--- src/rtl/divider_sequencer.sv ---
// divider_sequencer: buffers operand pairs in a FIFO, issues them to the Divider with a start pulse,
// and returns each result on a valid/ready port in push order.
module divider_sequencer #(
   parameter int N     = 4,
   parameter int DEPTH = 4
) (
   input  logic                     i_clock,
   input  logic                     i_reset,
   input  logic                     i_valid,
   output logic                     o_ready,
   input  logic [N-1:0]             i_dividend,
   input  logic [N-1:0]             i_divisor,
   output logic                     o_start,
   output logic [N-1:0]             o_dividend,
   output logic [N-1:0]             o_divisor,
   input  logic                     i_finished,
   input  logic [N-1:0]             i_quotient,
   input  logic [N-1:0]             i_remainder,
   input  logic                     i_undefined,
   output logic                     o_valid,
   input  logic                     i_ready,
   output logic [N-1:0]             o_quotient,
   output logic [N-1:0]             o_remainder,
   output logic                     o_undefined,
   output logic [$clog2(DEPTH):0]   o_count
);
   localparam int AW = $clog2(DEPTH);
   typedef enum logic [1:0] {IDLE, ISSUE, WAIT} state_t;
   state_t state, state_next;
   logic [N-1:0] mem_dividend [DEPTH];
   logic [N-1:0] mem_divisor [DEPTH];
   logic [AW-1:0] wr_ptr, rd_ptr;
   logic push, pop, capture;
   assign o_ready = o_count != (AW+1)'(DEPTH);
   assign push    = i_valid && o_ready;
   assign pop     = state == IDLE && o_count != '0;
   // finished is only trusted in WAIT; a flag left high from the previous op is ignored in ISSUE
   assign capture = state == WAIT && i_finished && (!o_valid || i_ready);
   always_comb begin
      state_next = state;
      o_start    = 1'b0;
      case (state)
         IDLE:    state_next = pop ? ISSUE : IDLE;
         ISSUE: begin
            o_start    = 1'b1;
            state_next = WAIT;
         end
         WAIT:    state_next = capture ? IDLE : WAIT;
         default: state_next = IDLE;
      endcase
   end
   always_ff @(posedge i_clock) begin
      if (push) begin
         mem_dividend[wr_ptr] <= i_dividend;
         mem_divisor[wr_ptr]  <= i_divisor;
      end
   end
   always_ff @(posedge i_clock or negedge i_reset) begin
      if (!i_reset) begin
         state       <= IDLE;
         wr_ptr      <= '0;
         rd_ptr      <= '0;
         o_count     <= '0;
         o_dividend  <= '0;
         o_divisor   <= '0;
         o_valid     <= 1'b0;
         o_quotient  <= '0;
         o_remainder <= '0;
         o_undefined <= 1'b0;
      end else begin
         state <= state_next;
         if (push) wr_ptr <= wr_ptr + 1'b1;
         if (pop) begin
            rd_ptr     <= rd_ptr + 1'b1;
            o_dividend <= mem_dividend[rd_ptr];
            o_divisor  <= mem_divisor[rd_ptr];
         end
         if (push && !pop) o_count <= o_count + 1'b1;
         else if (pop && !push) o_count <= o_count - 1'b1;
         if (capture) begin
            o_valid     <= 1'b1;
            o_quotient  <= i_quotient;
            o_remainder <= i_remainder;
            o_undefined <= i_undefined;
         end else if (i_ready) o_valid <= 1'b0;
      end
   end
endmodule

--- config.mk ---
export PLATFORM = sky130hd
export DESIGN_NAME = divider_sequencer
export DESIGN_NICKNAME = d
export VERILOG_FILES = /design/src/rtl/divider_sequencer.sv
export SDC_FILE = /design/constraint.sdc
export NUM_CORES = 1
export LEC_CHECK = 0
export ABC_AREA = 1
export ABC_CLOCK_PERIOD_IN_PS = 4000
export CAP_MARGIN = 20
export CORE_UTILIZATION = 25
export CTS_CLUSTER_DIAMETER = 120
export DETAILED_ROUTE_END_ITERATION = 16
export GPL_ROUTABILITY_DRIVEN = 1
export PLACE_DENSITY = 0.47
export SLEW_MARGIN = 15
export SYNTH_ARGS = -nofsm -noshare
export SYNTH_HDL_FRONTEND = slang
export SYNTH_SLANG_ARGS = --single-unit
--- constraint.sdc ---
create_clock -name i_clock -period 4 [get_ports i_clock]
set_input_delay 0.6 -clock i_clock [delete_from_list [all_inputs] [get_ports i_clock]]
set_output_delay 0.6 -clock i_clock [all_outputs]
set_load 0.02 [all_outputs]
# == Word-level counts from Yosys, hierarchy flattened ==
# Memory sizes are Yosys's and may differ from the RTL's. A register that Yosys moved wholly into a read port is not among the register bits.
# Index checks and enable logic that the tools add are counted.
# word_totals
reg_bits,19
mem_bits_rw,32
out_inout_bits,23
elab_cells,43
mem_count,2
# mem_list
name,words,word_bits,rd,rd_clocked_by_memory_dff,wr,line,rtl
mem_dividend,4,4,1,1,1,30,logic [N-1:0] mem_dividend [DEPTH];
mem_divisor,4,4,1,1,1,31,logic [N-1:0] mem_divisor [DEPTH];
# classes
n_addsub,4
n_eq_ne,3
n_mux,10
n_reduce_logical,16
# ops
op,count
logical AND 1 bit,6
two-way mux 1 bit,6
two-way mux 3 bit,2
one-hot mux 2 bit (3 select lines),1
logical NOT 1 bit,5
adder 2 x 1 -> 2 bit (second input constant),2
nonzero test 2 bit,2
adder 3 x 1 -> 3 bit (second input constant),1
!= test 3 bit (second input constant),1
nonzero test 3 bit,1
subtractor 3 x 1 -> 3 bit (second input constant),1
equality test 2 x 1 -> 1 bit (second input constant),1
equality test 2 bit (second input constant),1
logical NOT 2 bit,1
two-way mux 2 bit,1
logical OR 1 bit,1

# == Logic depth before layout (Yosys ltp) ==
# logic_depth
depth_word,6
ltp_mapped,11
depth_no_buf,11

# == Worst setup path before layout ==
# Ideal clock, no wire load.
# synth_path
kind,register to register
start,reg o_count[0]
end,reg o_count[2]
arrival_time_ns,1.866
slack_ns,2.011
path_stages_with_launch,11
n_path_buf,0
synth_period_minus_slack_ns,1.989
cell_sequence,dfrtp_1 > nor2_2 > nand2_1 > nand2_2 > inv_2 > ha_1 > inv_1 > fa_1 > nand2_1 > nand3_1 > xor2_1
# synth_between
elab_chain_cells,5
elab_cells_between_ends,13
classes_between,add/sub (2); eq/ne (1); mux (2); reduce/logical (8)
# synth_lines
element,line,rtl
start: declaration,25,output logic [$clog2(DEPTH):0] o_count
start signal: assignment,78,if (push && !pop) o_count <= o_count + 1'b1;
start signal: assignment,79,else if (pop && !push) o_count <= o_count - 1'b1;
!= test 3 bit (*),34,assign o_ready = o_count != (AW+1)'(DEPTH);
net o_ready,10,"output logic o_ready,"
logical AND 1 bit (*),35,assign push = i_valid && o_ready;
net push,33,"logic push, pop, capture;"
logical NOT 1 bit,79,
logical AND 1 bit,79,
nonzero test 2 bit (no line),--,
# The timed path passes the listed nets; every way through them passes the cells marked *. The select of a mux whose other input is x is not followed.
# A chain may end at the register's enable or synchronous reset.

# == Worst setup path after layout ==
# layout_path
start,reg o_count[1]
end,out o_ready
# layout_between
elab_chain_cells,1
# layout_lines
element,line
!= test 3 bit,34
end: declaration,10
# No other way between the ends.

==> impl_metrics.py <==
metrics = {
    "status": {
        "status": "finished clean",
    },
    "detailed_routing": {
        "drt-total-wl_um": 5163,
        "drt_iter0_markers": 116,
        "viasPerCell": 3.837,
        "vias": 1738,
        "drc": 0,
        "drt_pass1_iterations": 4,
        "final_antenna_net_count": 0,
        "wl_per_cell_um": 11.40,
    },
    "global_routing": {
        "grt_pass1_wl_um": 8631,
        "grtUsageTotal": 0.1061,
        "first_global_vias": 1715,
        "grt_max_degree": 28,
        "grt-ovfl-total": 0,
        "antenna_found_initial": 0,
    },
    "setup_path": {
        "r2r_setup_slack_ns": 2.01,
        "crit_fanout": 4,
        "r2r_start": "o_count[1]",
        "crit_required_ns": 3.40,
        "setup.worst_path.end_class": "output pin",
        "arrival_ns": 1.60,
        "r2r_end": "o_count[2]",
        "reg2reg_depth": 9,
        "path_class": "reg2out",
        "cp-start-kind": "register",
    },
    "clock_tree": {
        "cts_resized": 0,
        "cts_hold_buf": 0,
        "clk_path_buf_depth": 2,
        "cts_inserted_buffers": 9,
        "clk_pin_slew_worst_paths_ns": 0.06,
        "htreeDepth": 3,
        "cts_root_buf": "clkbuf_8",
        "numClockSinks": 59,
        "post_cts_buffers": 0,
        "clkLatencyLatePin_ns": 0.33,
        "cts_tree": "yes",
    },
    "logic_synthesis": {
        "ys_ff_latch": 59,
        "synth_area_leaders": "edfxtp_1 (36%), dfrtp_1 (25%), nand2_1 (12%)",
        "synth_top_area_frac": 0.3623,
        "ys_warn_count": 0,
        "postSynthAreaPerCell_um2": 10.09,
        "synth_area_leader_cell": "edfxtp_1",
        "synth_cells": 263,
        "syn_area_mm2": 0.002653,
        "ys_seq_area_frac": 0.6170,
        "synth_cell_type_count": 22,
        "syn_nets": 291,
    },
    "timing": {
        "clock.fmax_ghz": 0.4549,
        "setup_violations": 0,
        "setup_tns_ns": 0,
        "hold_violations": 0,
        "tightest_slew_ns": 0.8268,
        "rsz0062_at_grt": "no",
        "skew_ns": 0.006070,
        "slew_headroom": 0.4488,
        "period_needed_ns": 2.198,
        "finalCritPeriodShare": 0.5495,
        "drv_slew": 0,
    },
    "floorplan": {
        "fp.dieW_um": 105.0,
        "core_mm2": 0.01032,
        "rows": 37,
        "io_pins": 45,
        "start_util": 0.2569,
        "die_h_um": 105.0,
        "die-area_mm2": 0.01103,
    },
    "finish": {
        "design_area_mm2": 0.003382,
        "areaGrowthSynthToFinish_pct": 27.50,
        "fin_util": 0.3276,
        "regArea_mm2": 0.001637,
        "nNetsFinal": 340,
        "fill_cells": 1045,
        "drive_gt1_frac": 0.1420,
        "multi_input_area_um2": 724.4,
        "diodes": 0,
    },
    "worst_hold_path": {
        "min_path_cells": 2,
        "holdCritPathClass": "reg2reg",
        "hold_end": "o_divisor[0]",
        "hp-start": "o_divisor[0]",
    },
    "place": {
        "post_dp_cell_area_mm2": 0.003198,
        "portBuffers": 44,
        "gp_congestion": 0.6753,
        "dpl.hpwl_um": 3429,
    },
    "pwr": {
        "power_density_mw_per_mm2": 766.3,
        "irDropWorstVdd_v": 0.0002231,
        "cellLeakagePower_nw": 1.572,
    },
    "job": {
        "drv_cap": 0,
    },
}
[metal layers]
| layer | part of all wire | track usage |
|---|---|---|
| met1 | 0.48 | 0.1338 |
| met2 | 0.47 | 0.1637 |
| met3 | 0.027 | 0.02870 |
| met4 | 0.023 | 0.06036 |
| met5 | 0 | 0 |
[cell families (layout without fill, tap and decap cells)]
group | count (synthesis) | in the layout | share of synthesized area
and+or+nand+nor | 118 | 118 | 0.1920
buffers and inverters | 64 | 118 | 0.1099
xor gates and xnor gates | 4 | 4 | 0.01321
adders and majority gates | 6 | 6 | 0.03113
AOI/OAI and AO/OA | 12 | 12 | 0.03679
DFF | 59 | 59 | 0.6170
[flip-flops by register name, indices dropped and copies added, names as in the netlist]
| name | count |
|---|---|
| mem_dividend | 16 |
| mem_divisor | 16 |
| o_dividend | 4 |
| o_divisor | 4 |
| o_quotient | 4 |
| o_remainder | 4 |
| o_count | 3 |
| rd_ptr | 2 |
| state | 2 |
| wr_ptr | 2 |
| o_undefined | 1 |
| o_valid | 1 |
[cell type report]
| type | count | area share |
|---|---|---|
| clock inverters | 6 | 0.01665 |
| inverters | 57 | 0.06474 |
| clock buffers | 10 | 0.03774 |
| flip-flops and latches | 59 | 0.4839 |
| multi-input cells | 140 | 0.2142 |
| repair buffers | 45 | 0.1324 |
| well taps | 136 | 0.05031 |
[worst max-delay path, stage by stage, from the launching register on]
cell and delay [ns]:
dfrtp_1 0.43, nor2_2 0.18, nand2_1 0.11, clkdlybuf4s50_1 0.55
[through the flow]
stage	instances	hold WS (ns)	power [mW]	setup WS (ns)
global placement	437	0.4607	2.101	1.712
global route	453	0.5013	2.799	1.720
detailed placement	437	0.4648	2.110	1.682
floorplan	263	0.3044	1.739	2.011
CTS	453	0.4831	2.637	1.768
finish	453	0.4777	2.592	1.802
[cell usage after synthesis, drive strengths merged]
master / instances
edfxtp: 32
dfrtp: 27
ha: 5
buf: 7
xnor2: 1
inv: 57
xor2: 3
a21oi: 1
fa: 1
nand3: 19
nand2: 92
nor2: 7
o21ai: 11
[placed cells by master, fill, tap and decap left out, types with 3 or more instances in the layout]
master	n
clkbuf_8	9
clkdlybuf4s50_1	44
clkinv_2	3
dfrtp_1	27
edfxtp_1	32
ha_1	5
inv_1	51
inv_2	5
nand2_1	83
nand2_2	9
nand3_1	16
nand3_2	3
nor2_1	5
o21ai_2	9
xor2_1	3
[power by group]
part	switching (mW)	internal, mW	leakage, nW
Sequential	0.153	0.852	0.626
Combinational	0.633	0.438	0.852
Clock	0.233	0.282	0.0935
Total	1.02	1.57	1.57
[worst max-delay path by stage]
stage / slack [ns] / cells after the start / startpoint / endpoint
floorplan: 2.01 / 10 / o_count[0] / o_count[2]
global placement: 1.71 / 9 / i_valid / o_count[2]
detailed placement: 1.68 / 9 / i_valid / o_count[2]
CTS: 1.77 / 3 / o_count[1] / o_ready
global route: 1.72 / 3 / o_count[1] / o_ready
finish: 1.80 / 3 / o_count[1] / o_ready
(Power assumes the default switching activity.)
